--- src/rtl/sparc_regfile_pkg.sv ---
// Shared constants and types for the windowed integer register file.
package sparc_regfile_pkg;

    // Window geometry
    localparam int NWINDOWS      = 8;
    localparam int CWP_BITS      = $clog2(NWINDOWS);
    localparam int PHYS_BITS     = 8;
    localparam int GLOBAL_REGS   = 8;
    localparam int WINDOW_STRIDE = 16;

    // Outcome of the window request handled in a given cycle
    typedef enum logic [2:0] {
        NONE = 3'd0,
        DONE = 3'd1,
        OVF  = 3'd2,
        UNF  = 3'd3,
        ERR  = 3'd4
    } win_result_e;

endpackage

--- src/rtl/reg_window_map.sv ---
// Logical-to-physical register index translation for one register-file port.
// Globals pass straight through; windowed registers are offset by cwp*16 and
// wrap inside the windowed region, so a window's ins alias the next window's outs.
module reg_window_map #(
    parameter int OpCode_bits = 5,
    parameter int CWP_BITS    = sparc_regfile_pkg::CWP_BITS,
    parameter int PHYS_BITS   = sparc_regfile_pkg::PHYS_BITS
) (
    input  logic [CWP_BITS-1:0]    cwp,
    input  logic [OpCode_bits-1:0] r,
    output logic [PHYS_BITS-1:0]   phys
);

    localparam int STRIDE_BITS = $clog2(sparc_regfile_pkg::WINDOW_STRIDE);
    localparam int OFF_BITS    = CWP_BITS + STRIDE_BITS;

    logic [OFF_BITS-1:0] win_base;
    logic [OFF_BITS-1:0] win_off;
    logic [OFF_BITS-1:0] off;

    // Offset width is exactly log2(16*NWINDOWS), so the sum wraps modulo the windowed region
    always_comb begin
        win_base = {cwp, {STRIDE_BITS{1'b0}}};
        win_off  = OFF_BITS'(r) - OFF_BITS'(sparc_regfile_pkg::GLOBAL_REGS);
        off      = win_base + win_off;
        if (r < OpCode_bits'(sparc_regfile_pkg::GLOBAL_REGS)) begin
            phys = PHYS_BITS'(r);
        end else begin
            phys = PHYS_BITS'(sparc_regfile_pkg::GLOBAL_REGS) + PHYS_BITS'(off);
        end
    end

endmodule

--- src/rtl/reg_window_ctrl.sv ---
// Register-window controller: owns CWP and WIM, sequences SAVE/RESTORE,
// trap entry and explicit CWP/WIM writes, flags overflow/underflow, and maps
// the three logical register operands onto physical register-file indices.
module reg_window_ctrl #(
    parameter int NWINDOWS    = sparc_regfile_pkg::NWINDOWS,
    parameter int OpCode_bits = 5,
    parameter int CWP_BITS    = sparc_regfile_pkg::CWP_BITS,
    parameter int PHYS_BITS   = sparc_regfile_pkg::PHYS_BITS
) (
    input  logic                   clk,
    input  logic                   reset_n,
    input  logic                   save,
    input  logic                   restore,
    input  logic                   trap_enter,
    input  logic                   wr_cwp_en,
    input  logic [CWP_BITS-1:0]    wr_cwp_data,
    input  logic                   wr_wim_en,
    input  logic [NWINDOWS-1:0]    wr_wim_data,
    input  logic [OpCode_bits-1:0] rs1,
    input  logic [OpCode_bits-1:0] rs2,
    input  logic [OpCode_bits-1:0] rd,
    output logic [CWP_BITS-1:0]    cwp,
    output logic [NWINDOWS-1:0]    wim,
    output logic [PHYS_BITS-1:0]   phys_rs1,
    output logic [PHYS_BITS-1:0]   phys_rs2,
    output logic [PHYS_BITS-1:0]   phys_rd,
    output logic                   win_done,
    output logic                   win_ovf,
    output logic                   win_unf,
    output logic                   seq_err
);

    logic [CWP_BITS-1:0] cwp_q;
    logic [CWP_BITS-1:0] cwp_nxt;
    logic [CWP_BITS-1:0] cwp_dec;
    logic [CWP_BITS-1:0] cwp_inc;
    logic [NWINDOWS-1:0] wim_q;
    logic [NWINDOWS-1:0] wim_nxt;

    sparc_regfile_pkg::win_result_e res_q;
    sparc_regfile_pkg::win_result_e res_nxt;

    // State register: CWP, WIM and the result code of the last request
    always_ff @(posedge clk) begin
        if (!reset_n) begin
            cwp_q <= '0;
            wim_q <= '0;
            res_q <= sparc_regfile_pkg::NONE;
        end else begin
            cwp_q <= cwp_nxt;
            wim_q <= wim_nxt;
            res_q <= res_nxt;
        end
    end

    // Next-state: request priority trap > CWP write > save/restore; checks use pre-write WIM
    always_comb begin
        cwp_dec = cwp_q - CWP_BITS'(1);
        cwp_inc = cwp_q + CWP_BITS'(1);
        cwp_nxt = cwp_q;
        res_nxt = sparc_regfile_pkg::NONE;
        wim_nxt = wr_wim_en ? wr_wim_data : wim_q;

        if (trap_enter) begin
            cwp_nxt = cwp_dec;
        end else if (wr_cwp_en) begin
            cwp_nxt = wr_cwp_data;
        end else if (save && restore) begin
            res_nxt = sparc_regfile_pkg::ERR;
        end else if (save) begin
            if (wim_q[cwp_dec]) begin
                res_nxt = sparc_regfile_pkg::OVF;
            end else begin
                cwp_nxt = cwp_dec;
                res_nxt = sparc_regfile_pkg::DONE;
            end
        end else if (restore) begin
            if (wim_q[cwp_inc]) begin
                res_nxt = sparc_regfile_pkg::UNF;
            end else begin
                cwp_nxt = cwp_inc;
                res_nxt = sparc_regfile_pkg::DONE;
            end
        end
    end

    // Outputs: decode the registered result code into one-hot single-cycle pulses
    always_comb begin
        cwp      = cwp_q;
        wim      = wim_q;
        win_done = (res_q == sparc_regfile_pkg::DONE);
        win_ovf  = (res_q == sparc_regfile_pkg::OVF);
        win_unf  = (res_q == sparc_regfile_pkg::UNF);
        seq_err  = (res_q == sparc_regfile_pkg::ERR);
    end

    reg_window_map #(
        .OpCode_bits (OpCode_bits),
        .CWP_BITS    (CWP_BITS),
        .PHYS_BITS   (PHYS_BITS)
    ) u_map_rs1 (
        .cwp  (cwp_q),
        .r    (rs1),
        .phys (phys_rs1)
    );

    reg_window_map #(
        .OpCode_bits (OpCode_bits),
        .CWP_BITS    (CWP_BITS),
        .PHYS_BITS   (PHYS_BITS)
    ) u_map_rs2 (
        .cwp  (cwp_q),
        .r    (rs2),
        .phys (phys_rs2)
    );

    reg_window_map #(
        .OpCode_bits (OpCode_bits),
        .CWP_BITS    (CWP_BITS),
        .PHYS_BITS   (PHYS_BITS)
    ) u_map_rd (
        .cwp  (cwp_q),
        .r    (rd),
        .phys (phys_rd)
    );

endmodule

--- config.mk ---
export PLATFORM = sky130hd
export DESIGN_NAME = reg_window_ctrl
export DESIGN_NICKNAME = d
export VERILOG_FILES = /design/src/rtl/sparc_regfile_pkg.sv /design/src/rtl/reg_window_map.sv /design/src/rtl/reg_window_ctrl.sv
export SDC_FILE = /design/constraint.sdc
export NUM_CORES = 1
export LEC_CHECK = 0
export ABC_AREA = 1
export CAP_MARGIN = 40
export CELL_PAD_IN_SITES_DETAIL_PLACEMENT = 1
export CELL_PAD_IN_SITES_GLOBAL_PLACEMENT = 1
export CORE_MARGIN = 10
export CORE_UTILIZATION = 23
export CTS_CLUSTER_DIAMETER = 200
export DETAILED_ROUTE_END_ITERATION = 16
export PLACE_DENSITY_LB_ADDON = 0.1
export RECOVER_POWER = 25
export SLEW_MARGIN = 20
export SYNTH_ARGS = -nofsm -noshare
export SYNTH_HDL_FRONTEND = slang
export SYNTH_SLANG_ARGS = --single-unit
--- constraint.sdc ---
create_clock -name clk -period 1.8 [get_ports clk]
set_input_delay 0.18 -clock clk [delete_from_list [all_inputs] [get_ports clk]]
set_output_delay 0.18 -clock clk [all_outputs]
set_load 0.02 [all_outputs]
==> flow_summary.ini <==
[run_status]
outcome = finished, violations left
violations = negative setup slack

[worst_setup_path]
cp.required_ns = 1.62
crit_family = flip-flops
crit_path_end_kind = output port
r2r_slack_ns = 0.08
critical_path.slowest_cell = dfxtp_4
reg2reg_from = cwp[1]$_SDFFE_PN0P_
slowest_delay_ns = 0.39
critPathLaunchType = flip-flop
path_cells = ha_2 > ha_4 > a21oi_4 > xnor2_2 > nor2_1 > nor3b_2 > buf_4
worstReg2RegEnd = cwp[1]$_SDFFE_PN0P_
crit_fanout = 6
crit_buf_inv = 1
worstPathArrival_ns = 1.67
rr_worst_depth = 13
criticalPathCategory = flip-flop to output port

[placed_design]
hpwl_mm = 3.464
port_buffers = 53
gp_congestion = 0.7631
post-place-ws_ns = -1.023

[yosys]
ys_types = 20
syn_area_um2 = 1331
yosysWarningCount = 0
avgSynthCellArea_um2 = 6.690
synth_edf_count = 0
synthesis.nets = 247
synth_seq_cells = 14
synth-main-ff-cell = dfxtp_1
async_flop_share = 0
yosysSeqAreaShare = 0.2105
syn_inst = 199

[layout]
nFillCells = 685
antenna_cells = 0
layout_common_cells = buf_4, nor2_1, clkdlybuf4s50_1
nets = 329
mostFrequentLayoutCell = buf_4
syn_to_final_growth_pct = 84.59
drive_gt1_frac = 0.4179

[route]
drc = 0
totalWireLength_mm = 4.464
wire_per_inst_um = 12.68
vias = 1501
drtPass1Iterations = 4
drtAntennaViolNets = 0
routed_via_density = 4.264
first_iter_violations = 12

[clock_tree]
cts.clk_slew.worst_paths_ns = 0.06
clk_path_buf_depth = 2
cts_max_level = 1
clockRootBuffer = clkbuf_8
tritoncts = done
cts.sinks = 14
cts_made_buffers = 3
clkLatencyLatePin_ns = 0.24
cts_hold_buf = 0

[grt]
gr-total-overflow = 0
grt_pass1_wl_mm = 7.238
antenna_found_initial = 0
gr-usage-all-layers = 0.09540
grt_pass1_vias = 1646
grt_max_degree = 10

[power_and_ir_drop]
pwr-share-seq = 0.203
p_per_area_nw_per_um2 = 783.4
internal-power_mw = 1.162
p_sw_uw = 763.0
vdd_drop_max_mv = 0.2813
p_comb_frac = 0.641
power_leakage_nw = 1.125
switching_share = 0.3963
clock_power_share = 0.156

[floorplan]
die_w_um = 96.08
start_util = 0.2388
coreArea_um2 = 5574
die_y_um = 96.08
row_count = 27
io_pins = 72
die_area_um2 = 9231

[min_path]
worstHoldPathCells = 0
hold_class = primary input to output port
worstHoldStart = rd[1]
whs_endpoint = phys_rd[1]

[timing]
max-slew-margin-rel = 0.8099
timing.fmax_ghz = 0.5409
slew_viol_final = 0
min_period_ns = 1.849
tns_ns = -0.1119
worst_pin_slew_ns = 0.2847
holdWs_ns = 0.3600
finalSetupViolCount = 3
rsz0062_at_grt = yes
skew_ns = 0.001314
fin_ws_ns = -0.04891
period_share = 1.027
finalHoldViolations = 0

[run]
drv_cap = 0
## metal layers
layer / up-vias / track usage / routed length [µm]
li1: 782 / - / -
met1: 684 / 0.09973 / 1739
met2: 29 / 0.1788 / 2377
met3: 6 / 0.03735 / 323
met5: - / 0 / 0
met4: 0 / 0.01351 / 24
## flip-flops by register name, summed over array words and instances, names as in the netlist
register  flops
cwp           3
res_q         3
wim           8
## Yosys cell counts, types with 6 or more instances
library cell,instances,area [µm²]
nor2_1,34,127.6
nand2_1,30,112.6
inv_1,24,90.09
nand3_1,17,85.08
ha_1,15,187.7
dfxtp_1,14,280.3
buf_4,13,97.59
o21ai_0,9,45.04
a21oi_1,8,40.04
xor2_1,8,70.07
xnor2_1,6,52.55
## power groups by stage
stage | combinational, mW | sequential [mW] | clock (mW)
global placement | 0.987 | 0.386 | 0
finish | 1.23 | 0.391 | 0.301
floorplan | 0.587 | 0.397 | 0
CTS | 1.09 | 0.391 | 0.315
detailed placement | 0.995 | 0.386 | 0
global route | 1.36 | 0.398 | 0.333
## per-stage QoR
| step | instance area [µm²] | power (mW) | util | std cells |
|---|---|---|---|---|
| final | 2457 | 1.925 | 0.4409 | 352 |
| after global routing | 2457 | 2.094 | 0.4409 | 352 |
| after CTS | 2322 | 1.799 | 0.4166 | 347 |
| after detailed placement | 2048 | 1.381 | 0.3675 | 333 |
| after global placement | 2048 | 1.372 | 0.3675 | 333 |
| after floorplan | 1356 | 0.9836 | - | 199 |
## repair_timing
action                                  CTS  global route
setup buffers                            10             5
resized for setup                       113            28
pin swaps                                15            14
endpoints found under the setup margin   15            15
## how the worst max path moves through the flow
stage                              from          end  slack [ns]  depth (start not counted)
finish              cwp[0]$_SDFFE_PN0P_  phys_rs1[6]       -0.05                          7
global route        cwp[1]$_SDFFE_PN0P_  phys_rs2[6]       -0.15                          7
CTS                 cwp[1]$_SDFFE_PN0P_  phys_rs2[6]       -0.09                          7
detailed placement                rd[3]   phys_rd[6]       -1.02                         11
global placement                 rs1[3]  phys_rs1[6]       -0.97                         11
floorplan                         rd[3]   phys_rd[7]        0.02                          7
## area by class of cell
class                           instances  area [µm²]  area share
Clock buffer                            4       55.05     0.02240
Inverter                               25       96.34     0.03921
Multi-Input combinational cell        145        1162      0.4730
Sequential cell                        14       287.8      0.1171
Tap cell                               72       90.09     0.03666
Timing Repair Buffer                   92       765.7      0.3116
## cell families after synthesis
| group | after synthesis | share of synthesized area |
|---|---|---|
| AO/OA/AOI/OAI | 19 | 0.07518 |
| XOR/XNOR | 14 | 0.09211 |
| adder cells (fa/ha/maj) | 15 | 0.1410 |
| multiplexers | 1 | 0.007519 |
| AND/OR/NAND/NOR | 96 | 0.3233 |
| flip-flops | 14 | 0.2105 |
| buffers and inverters | 40 | 0.1504 |
## worst register-to-register path, delay by kind of cell (launching register included)
kind | cells | cell delay [ns]
adder cells (fa/ha/maj) | 1 | 0.26
flip-flops | 1 | 0.44
buffers and inverters | 3 | 0.30
AND/OR/NAND/NOR | 9 | 0.63
No activity file was read; power rests on OpenSTA's default activity.
